===== src/rtl/hiera_cla_pkg.sv =====
// Shared constants for the two-level carry-lookahead adder.
// Latency: n/a (constants only).
// Backpressure: n/a.
package hiera_cla_pkg;

  localparam int WIDTH      = 16;
  localparam int GROUP_W    = 4;
  localparam int NUM_GROUPS = WIDTH / GROUP_W;

endpackage


===== src/rtl/hiera_cla_cla4.sv =====
// 4-bit carry-lookahead group: sum bits plus group propagate/generate.
// Latency: purely combinational, zero cycles.
// Backpressure: none; output follows inputs continuously.
module cla4
  import hiera_cla_pkg::*;
(
  input  logic [GROUP_W-1:0] a,
  input  logic [GROUP_W-1:0] b,
  input  logic               cin,
  output logic [GROUP_W-1:0] s,
  output logic               pg,
  output logic               gg
);

  logic [GROUP_W-1:0] p;
  logic [GROUP_W-1:0] g;
  logic [GROUP_W-1:0] c;

  // Bit propagate/generate, lookahead carries from the group carry-in, sum bits.
  always_comb begin
    p = a ^ b;
    g = a & b;

    // Every internal carry is a flat sum-of-products of cin, so no ripple path.
    c[0] = cin;
    c[1] = g[0] | (p[0] & cin);
    c[2] = g[1] | (p[1] & g[0]) | (p[1] & p[0] & cin);
    c[3] = g[2] | (p[2] & g[1]) | (p[2] & p[1] & g[0]) | (p[2] & p[1] & p[0] & cin);

    s  = p ^ c;
    pg = &p;
    gg = g[3] | (p[3] & g[2]) | (p[3] & p[2] & g[1]) | (p[3] & p[2] & p[1] & g[0]);
  end

endmodule


===== src/rtl/hiera_cla.sv =====
// 16-bit two-level carry-lookahead adder with registered sum and carry-out.
// Latency: 1 cycle from operand sample to sum/c_out; one add per cycle.
// Backpressure: none; a new result is accepted every clock with no handshake.
module hiera_cla
  import hiera_cla_pkg::*;
(
  input  logic             clk,
  input  logic             rst,
  input  logic [WIDTH-1:0] add_1,
  input  logic [WIDTH-1:0] add_2,
  input  logic             c_in,
  output logic [WIDTH-1:0] sum,
  output logic             c_out
);

  logic [NUM_GROUPS-1:0] grp_p;
  logic [NUM_GROUPS-1:0] grp_g;
  logic [NUM_GROUPS:0]   grp_c;
  logic [WIDTH-1:0]      sum_comb;

  // First level: four independent 4-bit lookahead groups.
  for (genvar k = 0; k < NUM_GROUPS; k++) begin : g_grp
    cla4 u_cla4 (
      .a   (add_1[k*GROUP_W +: GROUP_W]),
      .b   (add_2[k*GROUP_W +: GROUP_W]),
      .cin (grp_c[k]),
      .s   (sum_comb[k*GROUP_W +: GROUP_W]),
      .pg  (grp_p[k]),
      .gg  (grp_g[k])
    );
  end

  // Second level: inter-group carries computed directly from c_in and group P/G.
  always_comb begin
    grp_c[0] = c_in;
    grp_c[1] = grp_g[0]
             | (grp_p[0] & c_in);
    grp_c[2] = grp_g[1]
             | (grp_p[1] & grp_g[0])
             | (grp_p[1] & grp_p[0] & c_in);
    grp_c[3] = grp_g[2]
             | (grp_p[2] & grp_g[1])
             | (grp_p[2] & grp_p[1] & grp_g[0])
             | (grp_p[2] & grp_p[1] & grp_p[0] & c_in);
    grp_c[4] = grp_g[3]
             | (grp_p[3] & grp_g[2])
             | (grp_p[3] & grp_p[2] & grp_g[1])
             | (grp_p[3] & grp_p[2] & grp_p[1] & grp_g[0])
             | (grp_p[3] & grp_p[2] & grp_p[1] & grp_p[0] & c_in);
  end

  // Output register; reset wins over a fresh result on the same edge.
  always_ff @(posedge clk) begin
    if (rst) begin
      sum   <= '0;
      c_out <= 1'b0;
    end else begin
      sum   <= sum_comb;
      c_out <= grp_c[NUM_GROUPS];
    end
  end

endmodule


===== config.mk =====
export PLATFORM = sky130hd
export DESIGN_NAME = hiera_cla
export DESIGN_NICKNAME = d
export VERILOG_FILES = /design/src/rtl/hiera_cla_pkg.sv /design/src/rtl/hiera_cla_cla4.sv /design/src/rtl/hiera_cla.sv
export SDC_FILE = /design/constraint.sdc
export NUM_CORES = 1
export LEC_CHECK = 0
export ABC_AREA = 1
export CORE_UTILIZATION = 41
export DETAILED_ROUTE_END_ITERATION = 10
export GPL_TIMING_DRIVEN = 1
export MAX_ROUTING_LAYER = met4
export PLACE_DENSITY = 0.8
export SETUP_SLACK_MARGIN = 0.2
export SYNTH_ARGS = -nofsm -noshare
export SYNTH_HDL_FRONTEND = slang
export SYNTH_SLANG_ARGS = --single-unit

===== constraint.sdc =====
create_clock -name clk -period 2.35 [get_ports clk]
set_clock_uncertainty 0.05 [all_clocks]
set_input_delay 0.3525 -clock clk [delete_from_list [all_inputs] [get_ports clk]]
set_output_delay 0.3525 -clock clk [all_outputs]
set_load 0.05 [all_outputs]

---- After elaboration in Yosys (flattened, before gate mapping) ----
Index checks and enable logic that the tools add are counted.
storage, ports and cells
  register bits ........................... 17
  input bits .............................. 35
  output and inout port bits .............. 17
  word-level logic and storage cells ...... 136
cells by class
  bitwise gates (word level) .............. 130
  reductions and logical operators ........ 4
operators with widths
  kind               number
  $and A1 B1 Y1      72
  $or A1 B1 Y1       46
  $xor A4 B4 Y4      8
  $and A4 B4 Y4      4
  $reduce_and A4 Y1  4

---- Depth between registers and ports, before layout ----
Gate-level depths: netlist of run 1.
  word-level depth ........................ 12
  gate-level depth with buffers ........... 12
  gate-level depth less buffers ........... 12

---- Modules after synthesis ----
A second synthesis of run 1 with hierarchy kept.
unflattened totals
  cell total of the unflattened synthesis .. 200
  area total of the unflattened synthesis .. 1372.6 µm²
by module, submodules not included
  module                      instances  cells an instance  area an instance (µm²)  seq. area each (µm²)
  hiera_cla                   1          70                 561.8                   340.3
  cla4 (g_grp[2].u_cla4 ...)  2          33                 203.9                   0.0
  cla4 (g_grp[0].u_cla4 ...)  2          32                 201.4                   0.0

---- Worst setup path before layout of run 1 ----
OpenSTA, ideal clock, no wires.
  kind .................................... input to register
  from .................................... input add_1[10]
  to ...................................... register sum[13]
  setup time .............................. 114 ps
  arrival ................................. 1727 ps
  data required time ...................... 2186 ps
  slack ................................... 459 ps
  stages .................................. 10
  path buffers ............................ 0
  cell sequence ........................... ha_1 nand2_1 nor2_4 and2_4 nand2_1 nand2_1 inv_1 fa_1 xor2_1 nor2_1
between the ends
  cells in the longest elaborated chain, start to end .. 11
  elaborated cells between the ends (all ways) .. 22
  classes of those cells .................. bitwise (21); reduce/logical (1)
RTL lines
  what                                                                line                                        text
  from (decl)                                                         hiera_cla.sv:9                              input logic [WIDTH-1:0] add_1,
  $and A4 B4 Y4 / $xor A4 B4 Y4 (equally long branches)               hiera_cla_cla4.sv:22, hiera_cla_cla4.sv:21
  $and A1 B1 Y1                                                       hiera_cla_cla4.sv:32                        gg = g[3] | (p[3] & g[2]) | (p[3] & p[2] & g[1]) | (p[3] & p[2] & p[1] & g[0]);
  $or A1 B1 Y1 / $and A1 B1 Y1 (equally long branches) (2 in series)  hiera_cla_cla4.sv:32
  $or A1 B1 Y1                                                        hiera_cla_cla4.sv:32
  $or A1 B1 Y1                                                        hiera_cla.sv:42                             | (grp_p[2] & grp_g[1])
  $or A1 B1 Y1                                                        hiera_cla.sv:43                             | (grp_p[2] & grp_p[1] & grp_g[0])
  $or A1 B1 Y1 (*)                                                    hiera_cla.sv:44                             | (grp_p[2] & grp_p[1] & grp_p[0] & c_in);
  $and A1 B1 Y1 (*)                                                   hiera_cla_cla4.sv:26                        c[1] = g[0] | (p[0] & cin);
  $or A1 B1 Y1 (*)                                                    hiera_cla_cla4.sv:26
  $xor A4 B4 Y4 (*)                                                   hiera_cla_cla4.sv:30                        s = p ^ c;
  to (signal assigned)                                                hiera_cla.sv:58                             sum <= sum_comb;
  to (decl)                                                           hiera_cla.sv:12                             output logic [WIDTH-1:0] sum,
Every way passes the cells marked *; elsewhere a longest branch is shown, timed or not.
A chain may end at the register's enable or synchronous reset.

---- Final worst setup path of run 1 ----
  from .................................... input add_2[4]
  to ...................................... register sum[12]
between the ends
  cells in the longest elaborated chain, start to end .. 8
  elaborated cells between the ends (all ways) .. 14
  classes of those cells .................. bitwise (13); reduce/logical (1)
RTL lines
  what               line                  text
  from (decl)        hiera_cla.sv:10       input logic [WIDTH-1:0] add_2,
  $and A4 B4 Y4      hiera_cla_cla4.sv:22  g = a & b;
  $and A1 B1 Y1      hiera_cla_cla4.sv:32
  $or A1 B1 Y1       hiera_cla_cla4.sv:32
  $and A1 B1 Y1      hiera_cla.sv:42
  $or A1 B1 Y1       hiera_cla.sv:42
  $or A1 B1 Y1       hiera_cla.sv:43
  $or A1 B1 Y1 (*)   hiera_cla.sv:44
  $xor A4 B4 Y4 (*)  hiera_cla_cla4.sv:30
Marked as above.

==> results_tabular.tex, run 1 <==
\begin{tabular}{lr}
\hline
Metric & Value \\
\hline
\multicolumn{2}{l}{\textbf{Yosys}} \\
\quad Async set-or-reset flop fraction in the synthesized netlist & 0\% \\
\quad Cell type with the largest total area after synthesis & sky130\_fd\_sc\_hd\_\_dfxtp\_1 \\
\quad Number of different library cells in the post-synthesis netlist & 21 \\
\quad Synthesized cell area & 1207 um2 \\
\quad Mean cell area of the mapped netlist & just over 7 um2 \\
\quad Area share of the largest cell type after synthesis & between 20 and 30\% \\
\quad Number of enable-type register cells in the synthesized netlist & 0 \\
\quad Primary FF master, synth & sky130\_fd\_sc\_hd\_\_dfxtp\_1 \\
\quad Part of the Yosys area used for sequential elements & $\sim$28\% \\
\quad Cell count after synthesis & 167 \\
\quad Main area contributors after synthesis & sky130\_fd\_sc\_hd\_\_dfxtp\_1 (28\%), sky130\_fd\_sc\_hd\_\_ha\_1 (17\%), sky130\_fd\_sc\_hd\_\_nand2\_1 (12\%) \\
\quad Syn nets & 222 \\
\quad Flip-flop and latch count after synthesis & 17 \\
\quad Yosys warning total & 0 \\
\multicolumn{2}{l}{\textbf{Placement}} \\
\quad Gp weighted congestion & about 0.80 \\
\quad Total placed cells including tap cells & between 200 and 300 \\
\quad Half-perimeter wire length after detailed placement & between 2000 and 2500 um \\
\quad Count of buffers inserted at the top-level ports & 51 \\
\multicolumn{2}{l}{\textbf{Floorplan}} \\
\quad Die width & around 56 um \\
\quad Initial cell density of the core & 43.41\% \\
\quad Number of top-level pins & 52 \\
\quad Die outline area & roughly 3200 um2 \\
\quad Y dimension of the die & between 50 and 60 um \\
\quad Site row count & 19 \\
\quad Core Box Area & about 2800 um2 \\
\multicolumn{2}{l}{\textbf{Timing}} \\
\quad Shortest period the worst path allows & 2.048 ns \\
\quad Normalized max-slew margin & between 60\% and 70\% \\
\quad Unrepaired setup endpoints after global routing & yes \\
\quad Hold slack & 0.6838 ns \\
\quad Highest clock rate & slightly below 0.5 GHz \\
\quad Fraction of the cycle the final worst path needs & 87.16\% \\
\quad Transition time of the tightest slew-check pin & 0.5368 ns \\
\quad Hold Fails Final Rpt & 0 \\
\quad Count of pins over their slew limit & 0 \\
\quad Final count of negative-setup-slack endpoints & 0 \\
\multicolumn{2}{l}{\textbf{Route}} \\
\quad Final routed DRC violation total & 0 \\
\quad Total Routed Length & 2552 um \\
\quad DR vias/cell & around 4.8 \\
\quad Avg WL per Cell & roughly 9.7 um \\
\quad First DRT Iteration DRCs & 23 \\
\quad Via count & $\sim$1300 \\
\quad Pre-Repair DR Iteration Count & 4 \\
\quad Antenna viol nets, final & 0 \\
\multicolumn{2}{l}{\textbf{Power}} \\
\quad Comb power frac & $\sim$50\% \\
\quad IR drop worst, VDD & $\sim$0.00039 V \\
\quad Total power consumption of the routed design & 991.6 uW \\
\quad Switching Fraction & between 30\% and 40\% \\
\quad Sequential fraction of design power & 33.5\% \\
\quad Net Sw Power & 388.9 uW \\
\quad Static leakage & 0.0009575 uW \\
\quad Clk network pwr share & around 17\% \\
\quad PwrDens & between 500 and 600 nW/um2 \\
\quad Pint & 602.7 uW \\
\multicolumn{2}{l}{\textbf{Worst setup path}} \\
\quad Critical Path Fanout Max & 2 \\
\quad Type of the setup path with the least slack & primary input to register \\
\quad CP Launch Type & primary input \\
\quad Element type at the critical path end & register \\
\quad CP arrival & roughly 2.2 ns \\
\quad Data required time at the worst endpoint & 2.50 ns \\
\multicolumn{2}{l}{\textbf{Clock network}} \\
\quad Clock sink count & 17 \\
\quad Clock H-tree levels & 1 \\
\quad CTS Root Cell & sky130\_fd\_sc\_hd\_\_clkbuf\_4 \\
\quad TritonCTS clock tree & built \\
\quad Number of buffers on the longest clock path & 2 \\
\quad Inserted Clock Buffers & 3 \\
\quad Clock transition at path regs & roughly 0.1 ns \\
\multicolumn{2}{l}{\textbf{Cells and area}} \\
\quad Ratio of cells with drive above 1 in the final layout & about 11\% \\
\quad Fill cell count & 231 \\
\quad Post-route insts no fill & 264 \\
\quad Area growth, synth to finish & 57.10\% \\
\quad Inserted Diodes & 0 \\
\quad Most common cell after layout, fill and taps aside & sky130\_fd\_sc\_hd\_\_clkdlybuf4s50\_1 \\
\quad Final-stage net count & 289 \\
\quad Commonest cells after routing, fill and taps aside & sky130\_fd\_sc\_hd\_\_clkdlybuf4s50\_1 (51), sky130\_fd\_sc\_hd\_\_nand2\_1 (38), sky130\_fd\_sc\_hd\_\_inv\_1 (32), sky130\_fd\_sc\_hd\_\_nor2\_1 (21), sky130\_fd\_sc\_hd\_\_dfxtp\_1 (17) \\
\multicolumn{2}{l}{\textbf{Global route}} \\
\quad First-pass GRT wire length & around 4500 um \\
\quad Overflow after GRT & 0 \\
\quad Largest net degree at the start of global routing & 10 \\
\quad Vias in the first global route & roughly 1200 \\
\quad Initial antenna violation count & 0 \\
\quad GRT Util Overall & about 18\% \\
\multicolumn{2}{l}{\textbf{Run}} \\
\quad \# Max-Cap Violations & 0 \\
\multicolumn{2}{l}{\textbf{Min path}} \\
\quad Min-Delay Path Class & primary input to register \\
\multicolumn{2}{l}{\textbf{Run status}} \\
\quad Status & finished, final reports clean \\
\hline
\end{tabular}
## sequential cells by signal, indices dropped and copies added, names as in the netlist
name and flops:
c_out 1, sum 16
## per-layer routing
layer / vias to the layer above / global-route usage, % / wire, um
met1: 562 / 20.00 / 1102
li1: 654 / - / -
met4: 0 / 13.24 / 76
met3: 8 / 3.456 / 131
met5: - / - / 0
met2: 41 / 30.27 / 1243
## power groups by stage
| stage | logic [uW] | registers (uW) | clock network, uW |
|---|---|---|---|
| finish | 493 | 332 | 166 |
| global route | 539 | 335 | 185 |
| CTS | 489 | 333 | 167 |
| detailed placement | 488 | 339 | 0 |
| global placement | 477 | 339 | 0 |
| floorplan | 168 | 469 | 0 |
## synth_stat cells (all sizes together), types with 3 or more instances
library cell,n
nand2,41
inv,32
nor2,23
dfxtp,17
ha,16
a21oi,10
nand3,9
fa,4
a221oi,3
o21ai,3
xor2,3
## worst paths after layout
path	startpoint	end	slack (ns)	depth (start not counted)
min	rst	sum[4]	0.68	3
max	add_2[4]	sum[12]	0.30	10
## repair_timing
item / in CTS / in global routing
buffers inserted: 0 / 0
hold buffers: 0 / 0
gates resized for setup: 0 / 4
endpoints found under the setup margin: 0 / 2
## logic make-up after synthesis
family	share of synthesized area [%]
buf+inv	10.57
simple gates	26.32
xor+xnor	2.902
fa+ha+maj	23.21
compound gates	8.809
flops	28.19
## stage by stage
stage                     setup TNS [ns]  area (um2)  utilization (%)  setup WS (ns)
final                                  0        1897            68.20         0.3017
after floorplan                        0        1207                -         0.4590
after CTS                              0        1866            67.07         0.3040
after global placement                 0        1839            66.13        0.01027
after detailed placement        -0.01193        1839            66.13       -0.01193
after global routing                   0        1897            68.20         0.1990
## area by class of cell
cell class	count	area, um2	area share [%]
Inverter	32	120.1	6.332
Multi-Input combinational cell	117	770.7	40.63
Timing Repair Buffer	63	600.6	31.66
Sequential cell	17	340.3	17.94
Clock buffer	4	26.28	1.385
Tap cell	31	38.79	2.045
## critical path, stage by stage
cell and delay, ns:
sky130_fd_sc_hd__clkdlybuf4s50_1 0.44, sky130_fd_sc_hd__ha_1 0.31, sky130_fd_sc_hd__nand2_1 0.10, sky130_fd_sc_hd__nor2_2 0.11, sky130_fd_sc_hd__and2_4 0.15, sky130_fd_sc_hd__nand2_1 0.05, sky130_fd_sc_hd__nand2_1 0.09, sky130_fd_sc_hd__inv_1 0.06
sky130_fd_sc_hd__fa_2 0.51, sky130_fd_sc_hd__nor2_1 0.04
Note: power is estimated with default switching activity, not from simulation.
==> run 2, diff against run 1 <==
- GPL_TIMING_DRIVEN: 1 -> 0
==> run 2 against run 1 <==
Compared with the run above:
- wire length is 4.9% higher
- global-route usage fell by 1.3 points
- sequential share of layout area down 0.094 points
- combinational power fell by 1%
- critical path type unchanged
- cell area up 0.53%
- clock power grew 5%
- setup slack improved by 0.00081 ns
==> results_tabular.tex, run 2 (synthesized netlist as in run 1, its figures left out) <==
\begin{tabular}{lr}
\hline
Metric & Value \\
\hline
\multicolumn{2}{l}{\textbf{Min path}} \\
\quad Hold-critical path depth & 2 (was 3) \\
\quad Min-Delay Path Class & primary input to register (unchanged) \\
\quad Hold\_sp & rst (unchanged) \\
\quad Hold-critical path endpoint & sum[4] (unchanged) \\
\multicolumn{2}{l}{\textbf{Cells and area}} \\
\quad Core occupancy in the finished layout & 68.56\% (was 68.20\%) \\
\quad Ratio of cells with drive above 1 in the final layout & 10.31\% (was 10.73\%) \\
\quad Area growth, synth to finish & 57.93\% (was 57.10\%) \\
\quad Fill cell count & 224 (was 231) \\
\quad Register containing the most flip-flops in the final layout & sum (unchanged) \\
\quad Largest registers ranked by flip-flop count & sum (16), c\_out (1) (unchanged) \\
\quad Flip-flop count of the largest register, all copies and words added & 16 (unchanged) \\
\quad Inserted Diodes & 0 (unchanged) \\
\quad Final-stage net count & 279 (was 289) \\
\quad Multi-input gate area & 844.6 um2 (was 770.7 um2) \\
\quad Commonest cells after routing, fill and taps aside & sky130\_fd\_sc\_hd\_\_clkdlybuf4s50\_1 (46), sky130\_fd\_sc\_hd\_\_nand2\_1 (36), sky130\_fd\_sc\_hd\_\_inv\_1 (32), sky130\_fd\_sc\_hd\_\_nor2\_1 (21), sky130\_fd\_sc\_hd\_\_dfxtp\_1 (17) (was sky130\_fd\_sc\_hd\_\_clkdlybuf4s50\_1 (51), sky130\_fd\_sc\_hd\_\_nand2\_1 (38), sky130\_fd\_sc\_hd\_\_inv\_1 (32), sky130\_fd\_sc\_hd\_\_nor2\_1 (21), sky130\_fd\_sc\_hd\_\_dfxtp\_1 (17)) \\
\quad Most common cell after layout, fill and taps aside & sky130\_fd\_sc\_hd\_\_clkdlybuf4s50\_1 (unchanged) \\
\quad FF/Latch Area & 340.3 um2 (unchanged) \\
\multicolumn{2}{l}{\textbf{Clock network}} \\
\quad Hold buffer count at cts & 0 (unchanged) \\
\quad Number of buffers on the longest clock path & 2 (unchanged) \\
\quad Clock H-tree levels & 1 (unchanged) \\
\quad Clock transition at path regs & 0.11 ns (was 0.10 ns) \\
\quad Inserted Clock Buffers & 3 (unchanged) \\
\quad Clock sink count & 17 (unchanged) \\
\quad CTS Root Cell & sky130\_fd\_sc\_hd\_\_clkbuf\_4 (unchanged) \\
\quad TritonCTS clock tree & built (unchanged) \\
\multicolumn{2}{l}{\textbf{Route}} \\
\quad Pre-Repair DR Iteration Count & 4 (unchanged) \\
\quad Final routed DRC violation total & 0 (unchanged) \\
\quad Total met2 wirelength after detailed routing & 1383 um (was 1243 um) \\
\quad First DRT Iteration DRCs & 13 (was 23) \\
\quad Wire length on met3 & 92 um (was 131 um) \\
\quad DR vias/cell & 4.819 (was 4.792) \\
\quad Total Routed Length & 2676 um (was 2552 um) \\
\quad Via count & 1224 (was 1265) \\
\quad Antenna viol nets, final & 0 (unchanged) \\
\quad Avg WL per Cell & 10.54 um (was 9.667 um) \\
\quad Met1 Wirelength & 1143 um (was 1102 um) \\
\quad Highest metal layer with signal wires & met4 (unchanged) \\
\multicolumn{2}{l}{\textbf{Worst setup path}} \\
\quad Critical Path Fanout Max & 4 (was 2) \\
\quad Type of the setup path with the least slack & primary input to register (unchanged) \\
\quad Data required time at the worst endpoint & 2.52 ns (was 2.50 ns) \\
\quad Element type at the critical path end & register (unchanged) \\
\quad CP Launch Type & primary input (unchanged) \\
\quad CP arrival & 2.22 ns (was 2.20 ns) \\
\multicolumn{2}{l}{\textbf{Power}} \\
\quad PwrDens & 522.3 nW/um2 (was 522.8 nW/um2) \\
\quad IR drop worst, VDD & 0.0004058 V (was 0.0003926 V) \\
\quad Static leakage & 0.0009465 uW (was 0.0009575 uW) \\
\multicolumn{2}{l}{\textbf{Floorplan}} \\
\quad Site row count & 19 (unchanged) \\
\quad Y dimension of the die & 56.27 um (unchanged) \\
\quad Initial cell density of the core & 43.41\% (unchanged) \\
\quad Die outline area & 3166 um2 (unchanged) \\
\quad Die width & 56.27 um (unchanged) \\
\quad Number of top-level pins & 52 (unchanged) \\
\quad Core Box Area & 2781 um2 (unchanged) \\
\multicolumn{2}{l}{\textbf{Global route}} \\
\quad Initial antenna violation count & 0 (unchanged) \\
\quad GRT Util Overall & 17.14\% (was 18.46\%) \\
\quad First-pass GRT wire length & 4146 um (was 4512 um) \\
\quad Largest net degree at the start of global routing & 12 (was 10) \\
\quad Overflow after GRT & 0 (unchanged) \\
\quad Vias in the first global route & 1055 (was 1179) \\
\multicolumn{2}{l}{\textbf{Placement}} \\
\quad Count of buffers inserted at the top-level ports & 50 (was 51) \\
\quad Gp weighted congestion & 0.8165 (was 0.8045) \\
\quad Half-perimeter wire length after detailed placement & 2011 um (was 2131 um) \\
\multicolumn{2}{l}{\textbf{Timing}} \\
\quad Shortest period the worst path allows & 2.047 ns (was 2.048 ns) \\
\quad Count of pins over their slew limit & 0 (unchanged) \\
\quad Unrepaired setup endpoints after global routing & no (was yes) \\
\quad Transition time of the tightest slew-check pin & 0.5174 ns (was 0.5368 ns) \\
\quad Final count of negative-setup-slack endpoints & 0 (unchanged) \\
\quad Hold Fails Final Rpt & 0 (unchanged) \\
\quad Normalized max-slew margin & 65.40\% (was 64.10\%) \\
\quad Fraction of the cycle the final worst path needs & 87.13\% (was 87.16\%) \\
\quad Total negative slack for setup checks & 0 ns (unchanged) \\
\quad Highest clock rate & 0.4884 GHz (was 0.4882 GHz) \\
\multicolumn{2}{l}{\textbf{Run}} \\
\quad \# Max-Cap Violations & 0 (unchanged) \\
\multicolumn{2}{l}{\textbf{Run status}} \\
\quad Status & finished, final reports clean (unchanged) \\
\hline
\end{tabular}
[run 2: cell count changes in the layout (fill, tap and decap cells not counted), moves of 2 or more]
cell and delta:
sky130_fd_sc_hd__buf_4 -9, sky130_fd_sc_hd__clkdlybuf4s50_1 -5, sky130_fd_sc_hd__ha_4 +6, sky130_fd_sc_hd__nand2_1 -2, sky130_fd_sc_hd__ha_1 -6, sky130_fd_sc_hd__dlymetal6s2s_1 +4
sky130_fd_sc_hd__nand2_2 +2
[run 2: repair_timing]
item	CTS	global route
resized for setup	0	16
endpoints found under the setup margin	0	3
setup buffers	0	2
[run 2: cell type report]
class                   count  share of cell area, %
inverters                  32                  6.299
repair buffers             52                  27.56
plain buffers               1                 0.3937
clock inverters             1                 0.3937
clock buffers               3                  1.181
multi-input cells         117                  44.29
flip-flops and latches     17                  17.85
well taps                  31                  2.034
[run 2: metal layers]
layer / track usage, % / up-vias
met4: 8.362 / 0
met1: 18.21 / 536
met5: - / -
li1: - / 642
met2: 31.29 / 39
met3: 2.074 / 7
[run 2: through the flow]
| step | total power, uW | instance area [um2] | std cells | worst slack (ns) | hold slack, ns |
|---|---|---|---|---|---|
| after floorplan | 637.1 | 1207 | 167 | 0.4590 | 0.5106 |
| after global placement | 788.6 | 1747 | 248 | -0.07254 | 0.5516 |
| after detailed placement | 796.1 | 1747 | 248 | -0.09981 | 0.5489 |
| after CTS | 966.8 | 1777 | 252 | 0.2392 | 0.2087 |
| after global routing | 1056 | 1907 | 254 | 0.2108 | 0.2090 |
| final | 995.9 | 1907 | 254 | 0.3025 | 0.2056 |
[run 2: power by group]
part           switching (uW)  leakage (uW)  internal (uW)
clock                     110     0.0000139           65.2
combinational             282      0.000791            206
sequential               8.46      0.000142            324
total                     401      0.000946            595
[run 2: worst max path at each step]
stage / startpoint / to / cells after the start
after detailed placement: add_1[10] / sum[13] / 11
after global placement: add_1[10] / sum[13] / 11
after floorplan: add_1[10] / sum[13] / 10
final: add_1[5] / sum[13] / 11
after global routing: add_2[11] / sum[13] / 11
after CTS: add_1[10] / sum[13] / 11
[run 2: critical path: stages]
cell and delay [ns]:
sky130_fd_sc_hd__clkdlybuf4s50_1 0.45, sky130_fd_sc_hd__ha_4 0.30, sky130_fd_sc_hd__nand2_1 0.08, sky130_fd_sc_hd__nor2_2 0.12, sky130_fd_sc_hd__and2_4 0.16, sky130_fd_sc_hd__nand2_1 0.06
sky130_fd_sc_hd__nand2_2 0.08, sky130_fd_sc_hd__inv_1 0.05, sky130_fd_sc_hd__fa_1 0.37, sky130_fd_sc_hd__xor2_1 0.14, sky130_fd_sc_hd__nor2_1 0.06
